### src/rtl/hex_entry_pkg.sv
// Shared definitions for the hex_entry pushbutton number editor.
// Holds the FSM encoding, key indices and the default debounce length.
package hex_entry_pkg;

  typedef enum logic [1:0] {
    IDLE     = 2'd0,
    EDIT_MSB = 2'd1,
    EDIT_LSB = 2'd2,
    COMMIT   = 2'd3
  } state_t;

  // 20 ms at 50 MHz
  localparam int DEBOUNCE_DEFAULT = 1000000;

  localparam int KEY_INC   = 0;
  localparam int KEY_DEC   = 1;
  localparam int KEY_SEL   = 2;
  localparam int KEY_ENTER = 3;

endpackage

### src/rtl/key_debounce.sv
// One pushbutton: 2-flop synchronizer, stability counter, stable level and
// a single-cycle pulse on each accepted 0->1 transition.
module key_debounce #(
  parameter int DEBOUNCE_CYCLES = 1000000
) (
  input  logic clk_50M,
  input  logic reset,
  input  logic key_raw,
  output logic press
);

  localparam int                CNT_W    = $clog2(DEBOUNCE_CYCLES + 1);
  localparam logic [CNT_W-1:0]  CNT_LAST = CNT_W'(DEBOUNCE_CYCLES - 1);

  logic             sync_p0;
  logic             sync_p1;
  logic [CNT_W-1:0] cnt;
  logic             stable;

  always_ff @(posedge clk_50M) begin
    if (reset) begin
      sync_p0 <= 1'b0;
      sync_p1 <= 1'b0;
      cnt     <= '0;
      stable  <= 1'b0;
      press   <= 1'b0;
    end else begin
      // synchronizer stages
      sync_p0 <= key_raw;
      sync_p1 <= sync_p0;
      press   <= 1'b0;
      // any sample matching the stable level restarts the interval
      if (sync_p1 != stable) begin
        if (cnt == CNT_LAST) begin
          stable <= sync_p1;
          cnt    <= '0;
          press  <= sync_p1;
        end else begin
          cnt <= cnt + CNT_W'(1);
        end
      end else begin
        cnt <= '0;
      end
    end
  end

endmodule

### src/rtl/hex_entry.sv
// Four-button two-nibble hex editor: select a nibble, step it up/down,
// and commit the result as a one-cycle parallel-load strobe.
module hex_entry
  import hex_entry_pkg::*;
#(
  parameter int DEBOUNCE_CYCLES = DEBOUNCE_DEFAULT
) (
  input  logic       clk_50M,
  input  logic       reset,
  input  logic       key_inc,
  input  logic       key_dec,
  input  logic       key_sel,
  input  logic       key_enter,
  output logic [7:0] value,
  output logic       load,
  output logic [7:0] edit_value,
  output logic [1:0] digit_active,
  output logic       editing
);

  logic [3:0] keys_raw;
  logic [3:0] press;

  assign keys_raw = {key_enter, key_sel, key_dec, key_inc};

  for (genvar i = 0; i < 4; i++) begin : g_key
    key_debounce #(
      .DEBOUNCE_CYCLES(DEBOUNCE_CYCLES)
    ) u_key (
      .clk_50M(clk_50M),
      .reset  (reset),
      .key_raw(keys_raw[i]),
      .press  (press[i])
    );
  end

  state_t     state;
  state_t     state_nxt;
  logic [7:0] work;
  logic [7:0] work_nxt;
  logic [7:0] value_nxt;

  // Nibbles wrap on their own; no carry or borrow leaves the nibble.
  function automatic logic [3:0] nib_step(input logic [3:0] nib, input logic up);
    return up ? nib + 4'd1 : nib - 4'd1;
  endfunction

  always_comb begin
    state_nxt    = state;
    work_nxt     = work;
    value_nxt    = value;
    load         = 1'b0;
    editing      = 1'b0;
    digit_active = 2'b00;
    case (state)
      IDLE: begin
        if (press[KEY_SEL]) begin
          state_nxt = EDIT_MSB;
          work_nxt  = value;
        end
      end
      EDIT_MSB, EDIT_LSB: begin
        editing      = 1'b1;
        digit_active = {state == EDIT_MSB, state == EDIT_LSB};
        // enter beats sel beats inc/dec; inc with dec cancels
        if (press[KEY_ENTER]) begin
          state_nxt = COMMIT;
          value_nxt = work;
        end else if (press[KEY_SEL]) begin
          state_nxt = (state == EDIT_MSB) ? EDIT_LSB : EDIT_MSB;
        end else if (press[KEY_INC] ^ press[KEY_DEC]) begin
          if (state == EDIT_MSB) work_nxt[7:4] = nib_step(work[7:4], press[KEY_INC]);
          else                   work_nxt[3:0] = nib_step(work[3:0], press[KEY_INC]);
        end
      end
      COMMIT: begin
        load      = 1'b1;
        state_nxt = IDLE;
      end
      default: state_nxt = IDLE;
    endcase
  end

  always_ff @(posedge clk_50M) begin
    if (reset) begin
      state <= IDLE;
      work  <= 8'h00;
      value <= 8'h00;
    end else begin
      state <= state_nxt;
      work  <= work_nxt;
      value <= value_nxt;
    end
  end

  assign edit_value = work;

endmodule

### config.mk
export PLATFORM = sky130hd
export DESIGN_NAME = hex_entry
export DESIGN_NICKNAME = d
export VERILOG_FILES = /design/src/rtl/hex_entry_pkg.sv /design/src/rtl/key_debounce.sv /design/src/rtl/hex_entry.sv
export SDC_FILE = /design/constraint.sdc
export NUM_CORES = 1
export LEC_CHECK = 0
export CORE_MARGIN = 3
export CORE_UTILIZATION = 28
export CTS_CLUSTER_DIAMETER = 200
export DETAILED_ROUTE_END_ITERATION = 8
export MAX_ROUTING_LAYER = met4
export PLACE_DENSITY = 0.5
export SLEW_MARGIN = 0
export SYNTH_ARGS = -nofsm -noshare
export SYNTH_HDL_FRONTEND = slang
export SYNTH_SLANG_ARGS = --single-unit
### constraint.sdc
create_clock -name clk_50M -period 1.8 [get_ports clk_50M]
set_input_delay 0.36 -clock clk_50M [delete_from_list [all_inputs] [get_ports clk_50M]]
set_output_delay 0.36 -clock clk_50M [all_outputs]
set_load 0.01 [all_outputs]
Word level (Yosys, flattened, before mapping)

Cells that the tools add are included.

Word-level logic and storage cells: 95
Input port bits: 6
RAM bits: 0
Memory bits (read-only): 0
Bits in registers: 114
Bits in latches: 0
Memories: 0

$lt $le $gt $ge: 0
Eq/ne operators: 18
Add/subtract/negate cells: 8
Multiplexer cells: 17
Shift operators: 0
Multiply operators: 0
Bitwise logic cells: 9
Reductions and logical operators: 19
Div/mod/pow operators: 0

Operator list:

| cell                                                                    | count |
|---|---|
| 20-bit by 1-bit adder with 20-bit output, second input constant         | 4 |
| 20-bit equality test, second input constant                             | 4 |
| 8-bit 2-to-1 mux                                                        | 4 |
| 3-bit OR reduction                                                      | 8 |
| 4-bit 2-to-1 mux                                                        | 4 |
| 8-bit case mux with 2 select lines                                      | 1 |
| 2-bit AND reduction                                                     | 6 |
| 6-bit AND reduction                                                     | 2 |
| 2-bit 2-to-1 mux                                                        | 5 |
| 2-bit inequality test, second input constant                            | 5 |
| 4-bit by 1-bit adder with 4-bit output, second input constant           | 2 |
| 1-bit NOT                                                               | 8 |
| 4-bit by 1-bit subtractor with 4-bit output, second input constant      | 2 |
| 2-bit case mux with 3 select lines                                      | 1 |
| 2-bit equality test, second input constant                              | 2 |
| 1-bit inequality test                                                   | 4 |
| 3-bit by 1-bit inequality test with 1-bit output, second input constant | 1 |
| 2-bit by 1-bit equality test with 1-bit output, second input constant   | 1 |
| 2-bit logical NOT                                                       | 1 |
| 1-bit 2-to-1 mux                                                        | 2 |
| 2-bit by 1-bit inequality test with 1-bit output, second input constant | 1 |
| 2-bit nonzero test                                                      | 1 |
| 2-bit OR reduction                                                      | 1 |
| 1-bit bitwise XOR                                                       | 1 |

Depth between registers and ports, before layout

Gate-level depths: netlist (run 1).

Word-level depth: 7
Mapped depth: 7
Depth with buffers taken out: 7

Hierarchy

Synthesis (run 1) repeated with hierarchy kept, for this count alone.

Cell total of the unflattened synthesis: 620
Area total of the unflattened synthesis: 5378.9 um^2

By module, submodules not included:

| module                            | cells each | seq. area each (um^2) | times used | area an instance (um^2) |
|---|---|---|---|---|
| key_debounce (g_key[0].u_key ...) | 124        | 480.5                 | 3          | 1078.5 |
| key_debounce (g_key[3].u_key)     | 123        | 480.5                 | 1          | 1084.8 |
| hex_entry                         | 125        | 360.3                 | 1          | 1058.5 |

Worst setup path after synthesis (run 1)

No wires, ideal clock.

Path type: register to register
Start: reg state[0]
End: reg work[4] (netlist: edit_value[4])
Arrival: 1.718 ns
Stages on the path, launching flop included: 8
Library setup time: 0.091 ns
Period minus slack after synthesis: 1.809 ns
Required time: 1.709 ns
Path slack: -0.009 ns
Path buffers: 0
Path through: dfxtp_1 -> inv_1 -> ha_1 -> nor2b_1 -> a31oi_1 -> nor2_1 -> a21oi_1 -> a311oi_1

Word-level cells in the longest chain between the ends: 4
Elaborated cells between the ends (all ways): 12
Those cells by class: 7 x eq/ne; 1 x mux; 4 x reduce/logical

RTL lines:

| element                                                                                      | RTL line                         | text |
|---|---|---|
| from (decl)                                                                                  | hex_entry.sv:37                  | `state_t state;` |
| from (signal assigned)                                                                       | hex_entry.sv:90                  | `state <= state_nxt;` |
| 2-bit by 1-bit equality test with 1-bit output / 2-bit equality test (equally long branches) | hex_entry.sv:55, hex_entry.sv:72 |  |
| 2-bit OR reduction                                                                           | hex_entry.sv:55                  | `case (state)` |
| 2-bit inequality test (no line) / 2-bit nonzero test (equally long branches)                 | -                                |  |
| 6-bit AND reduction (no line)                                                                | -                                |  |
| to (signal assigned)                                                                         | hex_entry.sv:91                  | `work <= work_nxt;` |
| to (decl)                                                                                    | hex_entry.sv:39                  | `logic [7:0] work;` |

Several ways; a longest one is shown, not always the timed one.
A chain may end at the register's enable or synchronous reset.

Worst setup path after layout (run 1)

Start: reg work[3] (netlist: edit_value[3])
End: out edit_value[3]

RTL lines:

| element   | RTL line        | text |
|---|---|---|
| to (decl) | hex_entry.sv:16 | `output logic [7:0] edit_value,` |

No word-level cell between the ends.

==> results of run 1 <==
[area by class of cell]
type / instances / area share
multi-input combinational: 413 / 0.411
sequential: 114 / 0.353
timing repair buffer: 54 / 0.0778
clock buffer: 23 / 0.0768
tap: 225 / 0.0434
clock inverter: 9 / 0.0305
inverter: 13 / 0.00753
[cell usage after synthesis, drive strengths merged, types with 11 or more instances]
master	n	share of area
ha	13	0.032
nand2	31	0.023
xnor2	36	0.063
buf	11	0.017
and3	16	0.023
nor4	11	0.016
dfxtp	114	0.46
a21oi	15	0.015
inv	13	0.0097
xor2	47	0.082
nand3	52	0.052
nor2	110	0.083
[worst max path at each step]
stage	slack [ns]	cells after the start	to	startpoint
floorplan	-0.009	7	edit_value[4]	state[0]
global placement	0.05	5	g_key[0].u_key.cnt[13]	g_key[0].u_key.cnt[13]
detailed placement	-0.08	8	edit_value[4]	state[1]
CTS	0.004	5	g_key[0].u_key.cnt[16]	g_key[0].u_key.cnt[13]
global route	-0.01	5	g_key[0].u_key.cnt[0]	g_key[0].u_key.cnt[13]
finish	0.07	1	edit_value[3]	edit_value[3]
[logic make-up (layout without fill, tap and decap cells)]
kind of cell / after synthesis / in the layout / share of synthesized area
XOR/XNOR: 83 / 83 / 0.145
flip-flops: 114 / 114 / 0.456
AND/OR/NAND/NOR: 274 / 277 / 0.273
adder cells (fa/ha/maj): 15 / 15 / 0.0405
multiplexers: 10 / 10 / 0.0200
AO/OA/AOI/OAI: 28 / 28 / 0.0350
buffers and inverters: 30 / 99 / 0.0312
[power by group through the flow]
stage / clock network (mW) / registers (mW) / logic (mW)
floorplan: 0 / 2.60 / 0.116
global placement: 0 / 2.60 / 0.175
detailed placement: 0 / 2.60 / 0.178
CTS: 4.04 / 2.55 / 0.188
global route: 4.14 / 2.55 / 0.216
finish: 3.94 / 2.55 / 0.195
[per-layer routing]
| layer | up-vias | wire, microns | global-route usage |
|---|---|---|---|
| met2 | 55 | 4370 | 0.161 |
| met3 | 15 | 394 | 0.0375 |
| met4 | 0 | 174 | 0.0459 |
| li1 | 1997 | - | - |
| met1 | 1745 | 5030 | 0.137 |
| met5 | - | 0 | - |
[metrics by stage]
step / std cells / util / setup WS, ns / setup TNS, ns
after global placement: 816 / 0.327 / 0.0523 / 0
after global routing: 851 / 0.372 / -0.0101 / -0.0554
after detailed placement: 816 / 0.327 / -0.0807 / -0.110
after CTS: 848 / 0.368 / 0.00366 / 0
after floorplan: 554 / - / -0.00908 / -0.0181
final: 851 / 0.372 / 0.0666 / 0
[repair_timing]
action,in CTS,in global routing
cloned,0,3
endpoints found under the hold margin,0,0
setup endpoints to repair,10,69
pin swaps,0,5
resized for setup,14,15
[sequential cells by signal, indices dropped and copies added, names as in the netlist]
register             flops
g_key.u_key.stable       4
edit_value               8
g_key.u_key.press        4
value                    8
state                    2
g_key.u_key.cnt         80
g_key.u_key.sync_p1      4
g_key.u_key.sync_p0      4
[cells in the final DEF, fill, tap and decap left out, drive strengths merged, types with 10 or more instances in the layout]
cell type	synthesis	final
nor2	110	110
nor2b	10	10
clkbuf	6	23
buf	11	29
xnor2	36	36
inv	13	13
xor2	47	47
nand2	31	31
nor4	11	11
a21oi	15	15
and3	16	16
ha	13	13
nand3	52	52
mux2i	10	10
clkdlybuf4s50	0	19
dfxtp	114	114
==> results.txt, run 1 <==
- The average instance in the mapped netlist occupies 9.04 sq um.
- Cell breakdown of the critical path: clkdlybuf4s50_1
* Portion of total power attributed to sequential cells: 0.381
- The share of total power dissipated in combinational logic is 0.029.
* Count of pins on the block boundary: 26
- The count of final max-slew check failures came to 0.
* GPL Wtd Cong: 0.786
* RSZ-0062 raised after global routing: yes
* Critical path data required time: 1.44 ns
- The number of setup buffers added after CTS is 0.
* Root buf cell: sky130_fd_sc_hd__clkbuf_16
* Crit end category: primary output
- For the pin with the worst max-slew slack, the measured transition is 0.336 ns.
- For this run, the register share of the synthesized area comes to 0.456.
* Async set-reset flop share out of synthesis: 0
- Number of fill cells in the layout: 1743
- Total power density per cell area: 1030 nW/um^2
- Flip-flop and latch count after synthesis: 114
* Clock group share of total power: 0.590
- Arrival time at the worst endpoint: 1.37 ns
- Final cycle utilization of the critical path: 0.963
- The placed instances occupy a cell area of 5690 sq um.
* Multi-input gate area: 2660 sq um
- The worst setup path is of the reg2out kind.
- Total number of H-tree levels: 4
- The count of buffers added on input and output ports is 25.
- In the final layout, flip-flops and latches occupy 2290 sq um.
- Num Clock Sinks: 114
* Antenna violations before repair: 0
* Reg clk slew, reported paths: 0.05 ns
- Share of final-layout standard cells stronger than drive strength 1: 0.152
* Relative slew margins: 0.775
- In this run, CTS created clock tree buffers numbering 17.
* Initial Utilization: 0.288
- After layout, the minimum clock period comes to 1.73 ns.
- Net switching fraction of the power: 0.191
- The worst register-to-register path begins at g_key[0].u_key.cnt[13].
* TritonCTS clock tree: done
- Outcome: finished clean
* Synthesized area: 5010 sq um
- In this run the worst path has a maximum fanout of 4.
* Wire length reported by the detailed router: 9.97 mm
* Register-to-register setup slack: 0.08 ns
* DP HPWL: 6.57 mm
- The initialized floorplan defines 48 standard-cell rows.
* Fin Clk Skew: 0.00883 ns
* Post-layout net count: 634
- After the first detailed-routing iteration, the DRC count stood at 159.
* Top_reg_cell synth: sky130_fd_sc_hd__dfxtp_1
- Summing all non-filler instances in the final layout gives an area of 6480 sq um.
- Cell family with the largest share of critical-path delay: buffers and inverters
- Worst path max stage delay: 0.58 ns
- Summed over all nets, the switching power comes to 1.28 mW.
- Along the worst hold path, the cell count comes to 1.
- Final hold violation count: 0
- The slowest stage of the critical path is the sky130_fd_sc_hd__clkdlybuf4s50_1 cell.
- The routed layout has 3812 vias.
- The core region is 17400 sq um.
* Worst-case vdd ir drop: 0.555 mV
* Vias in the first global route: 3691
- Die Area: 19500 sq um
- The internal power of the cells totals 5.41 mW.
* Global route total overflow: 0
- Setup violations remaining at the end of the flow were counted as 0.
- Synth-to-layout area growth: 29.4%
- Critical R2R Capture: g_key[0].u_key.cnt[19]
- The count of nets left with antenna violations once routing finished came out at 0.
* Worst hold slack after final layout: 0.442 ns
- Number of hold-repair buffers added at the cts stage: 0
* Total design power: 6.69 mW
- The worst hold path begins at g_key[1].u_key.sync_p0.
- Number of synthesized flops with an enable pin: 0
* Number of distinct library cells after synthesis: 42
- Clock latency on the worst-skew pair, taken at its later pin, is 0.41 ns.
- Entering global routing, the biggest net connects 22 pins.
- Net count after synthesis: 575
- The pre-antenna-repair detailed-routing pass consisted of 4 iterations.
- Kind of launch point of the worst setup path: flop
- Leakage power summed over all cells: 2.29 nW
* Global-route wire length before repair: 17.3 mm
- From bottom edge to top edge, the die measures 140 microns.
* Number of buffers and inverters on the critical path: 1
- DR DRC count: 0
- Vias per inst: 4.48
- Peak clock frequency supported by timing: 577 MHz
- The repair_antennas step left the layout with diodes totalling 0.
* Max-Cap Viols: 0
- In this run the worst hold path is classified as reg2reg.
- DR WL/cell: 11.7 microns
* Synth warnings: 0
- The cell count after synthesis came out at 554.
* Combined global-route utilization of all metal layers: 0.109
* Endpoint of the worst hold-timing path: g_key[1].u_key.sync_p1
- For the worst flop-to-flop path, the logic depth is 5.
- The longest clock path from root to sink contains 2 buffers.
* Die boundary width: 140 microns
(Power assumes the default switching activity.)
==> inputs of run 2 (changes only) <==
- CORE_ASPECT_RATIO: not set -> 0.75
- CORE_UTILIZATION: 28 -> 36
- PLACE_DENSITY: 0.5 -> 0.59
==> results.txt, run 2 (synthesis results as in run 1) <==
* Outcome: finished clean
- GPL Wtd Cong: 0.789
- The worst setup path is captured at a primary output.
* Inserted Diodes: 0
- Combinational Power Share: 0.033
- For the worst-skew pair, the clock arrives at the later sink with an insertion delay of 0.40 ns.
- STA classifies the critical path startpoint as a flop.
- Vias per inst: 4.80
- Num Clock Sinks: 114
- Area inside the core boundary: 13300 sq um
- The number of buffers and inverters on the critical path is 1.
- Once placement completed, the tool counted placed cells totaling 765.
* Final hold violation count: 0
* Relative slew margins: 0.721
* Arrival time at the worst endpoint: 1.38 ns
- Portion of total power attributed to sequential cells: 0.429
- Total number of H-tree levels: 4
- Max FFs per register: 80
- Total of buffers placed on input and output ports: 25
- Die Area: 15400 sq um
- The worst-case IR drop observed on VDD is 0.629 mV.
- Buffers inserted to repair hold after CTS numbered 0.
- Cell family with the largest share of critical-path delay: buffers and inverters
- Global-route wire length before repair: 16.9 mm
- Share of final-layout standard cells stronger than drive strength 1: 0.155
- Detail Route met3 WL: 387 microns
- The HPWL after detailed placement is 6.89 mm.
- Antenna violations before repair: 0
- Final setup violation count: 0
* Combined global-route utilization of all metal layers: 0.139
- Vert. Die Dim: 108 microns
* Count of pins on the block boundary: 26
* Met2 layer wire length in the routed design: 4.20 mm
- The highest layer touched by signal routing is met4.
- Total power density per cell area: 940 nW/um^2
- Global route total overflow: 0
* Reg clk slew, reported paths: 0.06 ns
- Final non-filler cell total: 798
- On the final layout, the worst clock skew is 0.00869 ns.
- Worst path max stage delay: 0.57 ns
- For this block, the routed nets add up to 9.94 mm of wire.
- Summed over all nets, the switching power comes to 1.23 mW.
- CTS Buffer Depth: 2
- Antenna viol nets, final: 0
- Clock tree synthesis inserted a total of 17 buffers.
- Startpoint-to-endpoint class of the critical path: reg2out
- Cell breakdown of the critical path: clkdlybuf4s50_1
* Pin count of the biggest net entering global routing: 22
* Min setup slack post-route: 0.0621 ns
- Max-Cap Viols: 0
* DR DRC count: 0
* Wire length on met1: 5.27 mm
- Peak clock frequency supported by timing: 575 MHz
- On the critical path, the stage with the largest delay is an instance of sky130_fd_sc_hd__clkdlybuf4s50_1.
- The floorplan step set the die width to 142 microns.
- Shortest clock period the worst path allows after layout: 1.74 ns
* Cell internal pwr: 4.72 mW
* Initial detailed-routing violation count: 150
- Post-layout net count: 636
* TritonCTS clock tree: done
* Crit-path max FO: 4
* Final cycle utilization of the critical path: 0.966
- Leaving out fill and tap cells, the most frequent cells in the layout are sky130_fd_sc_hd__dfxtp_1 (109), sky130_fd_sc_hd__nor2_1 (108), sky130_fd_sc_hd__nand3_1 (52).
- Via count: 3831
- Hold/Removal Path Class: reg2reg
- Transition time of the tightest slew-check pin: 0.412 ns
* Critical path data required time: 1.44 ns
- Timing analysis after detailed placement gives a worst setup slack of -0.0521 ns.
- After detailed routing, the average wire length per cell comes to 12.5 microns.
- Leakage power summed over all cells: 2.25 nW
- Initial Utilization: 0.377
- Biggest register: g_key.u_key.cnt
- Post CTS Setup Buffer Count: 0
* First-pass iteration count of the detailed router: 5
- Net switching fraction of the power: 0.206
- Row generation in the floorplan step produced 36 rows.
- Clock group share of total power: 0.538
* Vias in the first global route: 3610
- The count of final max-slew check failures was 0.
- Leaving out fill and tap cells, the most frequent cell in the layout is sky130_fd_sc_hd__dfxtp_1.
- In this run the clock root is driven by a sky130_fd_sc_hd__clkbuf_16.
* Synth-to-layout area growth: 26.3%
run 2: cell types whose count changed in the layout (fill, tap and decap cells not counted), sizes merged:
cell	before	now
clkinv	2	4
buf	29	32
dlymetal6s2s	1	2
clkdlybuf4s15	1	0
bufinv	6	2
clkinvlp	1	4
clkbuf	23	21
or3	7	6
run 2: per-layer routing:
layer	up-vias	GRT usage
met2	45	0.197
li1	2001	-
met4	0	0.0473
met1	1778	0.190
met3	7	0.0420
met5	-	-
run 2: worst paths after layout:
path	slack, ns	startpoint	cells past startpoint	to
hold / removal	0.43	g_key[3].u_key.sync_p0	1	g_key[3].u_key.sync_p1
setup / recovery	0.06	edit_value[2]	1	edit_value[2]
setup reg to reg	0.09	g_key[0].u_key.cnt[13]	5	g_key[0].u_key.cnt[6]
hold reg to reg	0.43	g_key[3].u_key.sync_p0	1	g_key[3].u_key.sync_p1
run 2: final cells by class:
class | count | area, sq um
clock buffers | 21 | 460
repair buffers | 57 | 528
well taps | 171 | 214
clock inverters | 10 | 110
inverters | 13 | 48.8
multi-input cells | 412 | 2680
flip-flops and latches | 114 | 2290
fillers | 1218 | 6960
run 2: stage by stage:
stage                     area (sq um)  hold slack [ns]  power (mW)  utilization  setup TNS [ns]
after CTS                         6260            0.440        6.02        0.471               0
final                             6330            0.433        5.95        0.476               0
after detailed placement          5640            0.431        2.78        0.425          -0.733
after floorplan                   5010            0.414        2.72            -         -0.0181
after global routing              6330            0.452        6.16        0.476        -0.00837
after global placement            5640            0.418        2.77        0.425               0
run 2: power by group through the flow:
stage / sequential, mW / clock, mW / combinational [mW]
6_report: 2.55 / 3.20 / 0.196
5_1_grt: 2.55 / 3.39 / 0.215
4_1_cts: 2.55 / 3.28 / 0.189
3_5_place_dp: 2.60 / 0 / 0.177
3_3_place_gp: 2.60 / 0 / 0.174
2_1_floorplan: 2.60 / 0 / 0.116
run 2: repair_timing:
action / 4_1_cts / 5_1_grt
gates cloned: 1 / 1
pin swaps: 0 / 4
resized for setup: 13 / 18
endpoints found under the setup margin: 28 / 72
